`src/rtl/pll_lock_sequencer_if.sv`:
```
`default_nettype none
// ============================================================================
//  Module   : pll_lock_sequencer_if
//  Purpose  : Lock inputs, fault clear and sequencer status/outputs bundle.
//  Revision : 1.0  initial release
// ============================================================================
interface pll_lock_sequencer_if #(
   parameter int MAX_RETRIES = 3
) ();
   localparam int c_rw = (MAX_RETRIES > 0) ? $clog2(MAX_RETRIES + 1) : 1;

   logic            locked_pll_0;
   logic            locked_pll_1;
   logic            fault_clr;
   logic            pll1_resetb;
   logic            sys_rst_n;
   logic            fault;
   logic [c_rw-1:0] retry_count;
   logic [2:0]      state;

   modport master (
      output locked_pll_0, locked_pll_1, fault_clr,
      input  pll1_resetb, sys_rst_n, fault, retry_count, state
   );

   modport slave (
      input  locked_pll_0, locked_pll_1, fault_clr,
      output pll1_resetb, sys_rst_n, fault, retry_count, state
   );
endinterface
`default_nettype wire

```
`src/rtl/pll_lock_sequencer.sv`:
```
`default_nettype none
// ============================================================================
//  Module   : pll_lock_sequencer
//  Purpose  : Brings up the PLL0 -> PLL1 chain, releases system reset once
//             both locks are stable, retries PLL1 and latches a fault.
//  Revision : 1.0  initial release
// ============================================================================
module pll_lock_sequencer #(
   parameter int LOCK_STABLE_CYCLES = 2500,
   parameter int PLL1_RESET_CYCLES  = 25,
   parameter int TIMEOUT_CYCLES     = 25000,
   parameter int MAX_RETRIES        = 3
) (
   input  logic                clk_25MHz,
   input  logic                rst_n,
   pll_lock_sequencer_if.slave bus
);
   localparam int c_rw  = (MAX_RETRIES > 0) ? $clog2(MAX_RETRIES + 1) : 1;
   localparam int c_scw = (LOCK_STABLE_CYCLES > 1) ? $clog2(LOCK_STABLE_CYCLES) : 1;
   localparam int c_gcw = $clog2(TIMEOUT_CYCLES + 1);

   localparam logic [c_scw-1:0] c_sc_last      = c_scw'(LOCK_STABLE_CYCLES - 1);
   localparam logic [c_gcw-1:0] c_gc_hold_last = c_gcw'(PLL1_RESET_CYCLES - 1);
   localparam logic [c_gcw-1:0] c_gc_tout_last = c_gcw'(TIMEOUT_CYCLES - 1);
   localparam logic [c_rw-1:0]  c_retry_max    = c_rw'(MAX_RETRIES);

   typedef enum logic [2:0] {
      WAIT_P0 = 3'd0,
      HOLD_P1 = 3'd1,
      WAIT_P1 = 3'd2,
      RUN     = 3'd3,
      FAULT   = 3'd4
   } state_t;

   logic             r_l0_meta, r_l0s, r_l1_meta, r_l1s;
   state_t           r_state, w_next_state;
   logic [c_scw-1:0] r_sc;
   logic [c_gcw-1:0] r_gc;
   logic [c_rw-1:0]  r_retry_count, w_next_retry;
   logic             r_pll1_resetb, r_sys_rst_n, r_fault;
   logic             w_next_pll1_resetb, w_next_sys_rst_n, w_next_fault;
   logic             w_watching, w_lock_mon, w_stable, w_retry, w_state_change;

   always_ff @(posedge clk_25MHz or negedge rst_n) begin
      if (!rst_n) begin
         r_l0_meta <= 1'b0;
         r_l0s     <= 1'b0;
         r_l1_meta <= 1'b0;
         r_l1s     <= 1'b0;
      end else begin
         r_l0_meta <= bus.locked_pll_0;
         r_l0s     <= r_l0_meta;
         r_l1_meta <= bus.locked_pll_1;
         r_l1s     <= r_l1_meta;
      end
   end

   // Only the two WAIT states qualify a lock; WAIT_P1 watches PLL1, WAIT_P0 PLL0.
   assign w_watching     = (r_state == WAIT_P0) || (r_state == WAIT_P1);
   assign w_lock_mon     = (r_state == WAIT_P1) ? r_l1s : r_l0s;
   assign w_stable       = w_watching && w_lock_mon && (r_sc == c_sc_last);
   assign w_state_change = (w_next_state != r_state);

   always_comb begin
      w_next_state = r_state;
      w_next_retry = r_retry_count;
      w_retry      = 1'b0;
      case (r_state)
         WAIT_P0: begin
            if (w_stable) w_next_state = HOLD_P1;
         end
         HOLD_P1: begin
            if (!r_l0s)                    w_next_state = WAIT_P0;
            else if (r_gc == c_gc_hold_last) w_next_state = WAIT_P1;
         end
         WAIT_P1: begin
            // PLL0 loss wins, and a lock reaching stability beats a timeout.
            if (!r_l0s)                      w_next_state = WAIT_P0;
            else if (w_stable)               w_next_state = RUN;
            else if (r_gc == c_gc_tout_last) w_retry      = 1'b1;
         end
         RUN: begin
            if (!r_l0s)      w_next_state = WAIT_P0;
            else if (!r_l1s) w_retry      = 1'b1;
         end
         FAULT: begin
            if (bus.fault_clr) begin
               w_next_state = WAIT_P0;
               w_next_retry = '0;
            end
         end
         default: w_next_state = WAIT_P0;
      endcase

      if (w_retry) begin
         if (r_retry_count == c_retry_max) begin
            w_next_state = FAULT;
         end else begin
            w_next_retry = r_retry_count + c_rw'(1);
            w_next_state = HOLD_P1;
         end
      end

      w_next_pll1_resetb = (w_next_state == WAIT_P1) || (w_next_state == RUN);
      w_next_sys_rst_n   = (w_next_state == RUN);
      w_next_fault       = (w_next_state == FAULT);
   end

   always_ff @(posedge clk_25MHz or negedge rst_n) begin
      if (!rst_n) begin
         r_state       <= WAIT_P0;
         r_retry_count <= '0;
         r_pll1_resetb <= 1'b0;
         r_sys_rst_n   <= 1'b0;
         r_fault       <= 1'b0;
      end else begin
         r_state       <= w_next_state;
         r_retry_count <= w_next_retry;
         r_pll1_resetb <= w_next_pll1_resetb;
         r_sys_rst_n   <= w_next_sys_rst_n;
         r_fault       <= w_next_fault;
      end
   end

   always_ff @(posedge clk_25MHz or negedge rst_n) begin
      if (!rst_n) begin
         r_sc <= '0;
         r_gc <= '0;
      end else begin
         if (w_state_change)              r_sc <= '0;
         else if (w_watching && w_lock_mon) r_sc <= r_sc + c_scw'(1);
         else                             r_sc <= '0;

         if (w_state_change)                                 r_gc <= '0;
         else if ((r_state == HOLD_P1) || (r_state == WAIT_P1)) r_gc <= r_gc + c_gcw'(1);
         else                                                r_gc <= '0;
      end
   end

   assign bus.pll1_resetb = r_pll1_resetb;
   assign bus.sys_rst_n   = r_sys_rst_n;
   assign bus.fault       = r_fault;
   assign bus.retry_count = r_retry_count;
   assign bus.state       = r_state;
endmodule
`default_nettype wire

```
`src/flat_wrapper.sv`:
```
// flat-port wrapper written by rule: the top's interface ports become plain ports
module pll_lock_sequencer_flat 
#(
   parameter int LOCK_STABLE_CYCLES = 2500,
   parameter int PLL1_RESET_CYCLES  = 25,
   parameter int TIMEOUT_CYCLES     = 25000,
   parameter int MAX_RETRIES        = 3
)
  (clk_25MHz, rst_n, bus_locked_pll_0, bus_locked_pll_1, bus_fault_clr, bus_pll1_resetb, bus_sys_rst_n, bus_fault, bus_retry_count, bus_state);
  pll_lock_sequencer_if #(.MAX_RETRIES(MAX_RETRIES)) bus_i ();
  input  logic clk_25MHz;
  input  logic rst_n;
  input wire logic [$bits(bus_i.locked_pll_0)-1:0] bus_locked_pll_0;
  input wire logic [$bits(bus_i.locked_pll_1)-1:0] bus_locked_pll_1;
  input wire logic [$bits(bus_i.fault_clr)-1:0] bus_fault_clr;
  output wire logic [$bits(bus_i.pll1_resetb)-1:0] bus_pll1_resetb;
  output wire logic [$bits(bus_i.sys_rst_n)-1:0] bus_sys_rst_n;
  output wire logic [$bits(bus_i.fault)-1:0] bus_fault;
  output wire logic [$bits(bus_i.retry_count)-1:0] bus_retry_count;
  output wire logic [$bits(bus_i.state)-1:0] bus_state;
  assign bus_i.locked_pll_0 = bus_locked_pll_0;
  assign bus_i.locked_pll_1 = bus_locked_pll_1;
  assign bus_i.fault_clr = bus_fault_clr;
  assign bus_pll1_resetb = bus_i.pll1_resetb;
  assign bus_sys_rst_n = bus_i.sys_rst_n;
  assign bus_fault = bus_i.fault;
  assign bus_retry_count = bus_i.retry_count;
  assign bus_state = bus_i.state;
  pll_lock_sequencer #(.LOCK_STABLE_CYCLES(LOCK_STABLE_CYCLES), .PLL1_RESET_CYCLES(PLL1_RESET_CYCLES), .TIMEOUT_CYCLES(TIMEOUT_CYCLES), .MAX_RETRIES(MAX_RETRIES)) u_core (.clk_25MHz(clk_25MHz), .rst_n(rst_n), .bus(bus_i));
endmodule
```
`config.mk`:
```
export PLATFORM = sky130hd
export DESIGN_NAME = pll_lock_sequencer_flat
export DESIGN_NICKNAME = d
export VERILOG_FILES = /design/src/rtl/pll_lock_sequencer_if.sv /design/src/rtl/pll_lock_sequencer.sv /design/src/flat_wrapper.sv
export SDC_FILE = /design/constraint.sdc
export NUM_CORES = 1
export LEC_CHECK = 0
export CAP_MARGIN = 20
export CORE_MARGIN = 5
export CORE_UTILIZATION = 50
export CTS_CLUSTER_DIAMETER = 30
export CTS_CLUSTER_SIZE = 14
export DETAILED_ROUTE_END_ITERATION = 6
export PLACE_DENSITY = 0.76
export SKIP_LAST_GASP = 1
export SYNTH_ARGS = -nofsm -noshare
export SYNTH_HDL_FRONTEND = slang
export SYNTH_SLANG_ARGS = --single-unit
```
`constraint.sdc`:
```
create_clock -name clk_25MHz -period 2.16 [get_ports clk_25MHz]
set_input_delay 0.648 -clock clk_25MHz [delete_from_list [all_inputs] [get_ports clk_25MHz]]
set_output_delay 0.648 -clock clk_25MHz [all_outputs]
set_load 0.02 [all_outputs]
```
==> impl_metrics.tcl <==
set metrics [dict create \
    wl_met1_um 1665 \
    clock.fmax_mhz 479.4 \
    instances_no_fill 260 \
    yosys.area.top_type "dfrtp_1" \
    routed_wl_um 3948 \
    synth_seq_cells 39 \
    floorplan.die.height_um 72.02 \
    clock_sinks 39 \
    finalHoldViolCount 0 \
    crit_path_max_fanout 7 \
    ys_top_cells_by_area "dfrtp_1, xnor2_1, nor2_1, xor2_1, a21oi_2" \
    insertedDiodeCount 0 \
    filler_cell_count 319 \
    number_of_standard_cells_after_synthesis 185 \
    maximum_number_of_pins_on_one_net_before_global_route_repair 22 \
    clk_pin_slew_ns 0.08 \
    dr.max_layer_used "met4" \
    critical_path.top_delay_family "buffers and inverters" \
    vdd.ir_drop.worst_uv 404.5 \
    post_synth.cell_area_avg_sq_um 10.40 \
    detail_route.iter0.violations 100 \
    required_ns 1.51 \
    grt.total_usage 0.1645 \
    ioPinCount 13 \
    drt_pass1_iterations 4 \
    synth_nets 194 \
    count_of_standard_cell_rows 22 \
    initial_utilization 0.5214 \
    placed_cells 249 \
    totalNegativeSetupSlack_ns 0 \
    worst_path_class_setup "reg -> out" \
    async_flop_share 1.000 \
    post-route-min-period_ns 2.086 \
    final_net_count 220 \
    final_antenna_net_count 0 \
    areaGrowthSynthToFinish_pct 18.41 \
    synth_top_area_frac 0.5075 \
    grt_overflow 0 \
    ordered_list_of_cells_on_the_worst_path "clkdlybuf4s50_1" \
    detailroute.wirelength.met3_um 160 \
    power_density_nw_per_um2 558.9 \
    timing.clock.skew_ns 0.004958 \
    grt_antenna_before_repair 0 \
    kind_of_path_behind_the_tightest_hold_check "in -> async" \
    fp.dieArea_sq_um 5186 \
    dp.final_hpwl_um 2841 \
    tritoncts.num_buffers 5 \
    clockBufferDepth 2 \
    vias_per_cell 5.638 \
    via_count 1466 \
    synthDistinctLibCells 36 \
    clock_tree_from_tritoncts "built" \
    max_cap_violations 0 \
    finalMaxSlewViolations 0 \
    worstMarginPinSlew_ns 0.5151 \
    place.gp.congestion 0.8913 \
    drive_above_1_share 0.1698 \
    final.period_utilization 0.9657 \
    worst_skew_pair.late_latency_ns 0.29 \
    cts_root_buffer "clkbuf_8" \
    cellLeakagePower_nw 0.9535 \
    netlist_area_sq_um 1923 \
    startpoint_type "flop" \
    global_route_wire_length_before_repair_um 6644 \
    run_status "complete, no violations" \
    detail_route.drc_violations 0 \
    routedWlPerCell_um 15.18 \
    met2WireLength_um 2047 \
    setup-violations-final 0 \
    h-tree-depth 2 \
    yosysWarnings 0 \
    slowest_delay_ns 0.66 \
    postSynth.topFlopCell "dfrtp_1" \
    synth-edff-count 0 \
    seq_area_frac_synth 0.5075 \
    via_count_of_the_first_global_routing_pass 1507 \
    critical_path.endpoint_type "output pin" \
    port-buffer-count 12 \
    max_slew_headroom 0.6537 \
    arrival_ns 1.44 \
    die_w_um 72.02 \
    rsz0062_at_grt "true" \
    crit_buf_inv 1 \
    floorplan.core_area_sq_um 3689 \
    crit_path_top_delay_cell "clkdlybuf4s50_1" \
    r2r_slack_ns 0.09 \
]
[flip-flops by register name (all words and copies together) (netlist names)]
name	flops
u_core.bus.fault	1
u_core.bus.pll1_resetb	1
u_core.bus.retry_count	2
u_core.bus.state	3
u_core.bus.sys_rst_n	1
u_core.r_gc	15
u_core.r_l0_meta	1
u_core.r_l0s	1
u_core.r_l1_meta	1
u_core.r_l1s	1
u_core.r_sc	12
[cell usage after synthesis (4+ instances only)]
| library cell | instances |
|---|---|
| a21oi_1 | 5 |
| a21oi_2 | 10 |
| dfrtp_1 | 39 |
| ha_1 | 4 |
| inv_1 | 7 |
| nand2_1 | 12 |
| nand3_1 | 10 |
| nand4_1 | 8 |
| nor2_1 | 27 |
| nor3_1 | 7 |
| nor4_1 | 4 |
| xnor2_1 | 12 |
| xor2_1 | 11 |
[cells in the final DEF (no fill, tap or decap), types with 4 or more instances in the layout]
cell type        instances
nor2_1                  27
nor3_1                   7
nor4_1                   4
a21oi_2                 10
a21oi_1                  5
nand3_1                 10
ha_1                     4
clkdlybuf4s50_1          9
inv_1                    7
xnor2_1                 12
clkbuf_8                 5
nand2_1                 12
buf_4                    9
xor2_1                  11
dfrtp_1                 39
nand4_1                  8
[routing by layer]
metal | vias up | GRT usage
li1 | 696 | -
met1 | 732 | 0.1902
met2 | 32 | 0.2867
met3 | 6 | 0.04709
met4 | 0 | 0.06472
met5 | - | 0
[kinds of logic after synthesis]
| logic type | after synthesis | share of synthesized area |
|---|---|---|
| buffers and inverters | 11 | 0.03188 |
| XOR/XNOR | 23 | 0.1047 |
| adder cells (fa/ha/maj) | 4 | 0.02603 |
| AO/OA/AOI/OAI | 25 | 0.1034 |
| flip-flops | 39 | 0.5075 |
| AND/OR/NAND/NOR | 82 | 0.2212 |
| multiplexers | 1 | 0.005205 |
[worst paths after layout]
kind | start | endpoint | depth (start not counted)
worst max-delay path | u_core.bus.state[0] | bus_state[0] | 1
worst min-delay path | rst_n | u_core.r_gc[11] | 1
worst max register to register | u_core.r_gc[0] | u_core.r_gc[0] | 8
worst min register to register | u_core.r_l1_meta | u_core.r_l1s | 0
max in group asynchronous | rst_n | u_core.r_sc[6] | 2
min in group clk_25MHz | u_core.r_l1_meta | u_core.r_l1s | 0
[per-stage QoR]
step           utilization  worst slack, ns  power [W]  instance area, sq um  hold slack, ns
2_1_floorplan            -           0.2664  0.0007742                  1923          0.3312
3_3_place_gp        0.5824         -0.04196  0.0008057                  2148          0.3343
3_5_place_dp        0.5824          -0.1891  0.0008100                  2148          0.3347
4_1_cts             0.6082       -0.0005939   0.001282                  2243          0.3094
5_1_grt             0.6174         -0.04002   0.001325                  2277          0.3317
6_report            0.6174          0.07413   0.001273                  2277          0.2984
[power by group]
part	switching, W	total, W	leakage, nW	internal, W
Clock	0.000251	0.000478	0.0422	0.000227
Sequential	0.00000670	0.000745	0.533	0.000738
Combinational	0.0000284	0.0000498	0.378	0.0000214
Total	0.000286	0.00127	0.954	0.000986
[final cells by class]
| class | count | area [sq um] | area share |
|---|---|---|---|
| clock inverter | 1 | 5.005 | 0.002198 |
| clock buffer | 7 | 76.32 | 0.03352 |
| sequential | 39 | 975.9 | 0.4286 |
| multi-input combinational | 135 | 905.9 | 0.3978 |
| inverter | 7 | 26.28 | 0.01154 |
| tap | 48 | 60.06 | 0.02637 |
| timing repair buffer | 23 | 227.7 | 0.1000 |
[what timing repair did]
item	in CTS	in global routing
buffers inserted	0	3
pin swaps	0	1
endpoints found under the setup margin	15	21
endpoints found under the hold margin	0	0
hold buffers	0	0
resized for setup	3	3
No activity file was read; power rests on OpenSTA's default activity.
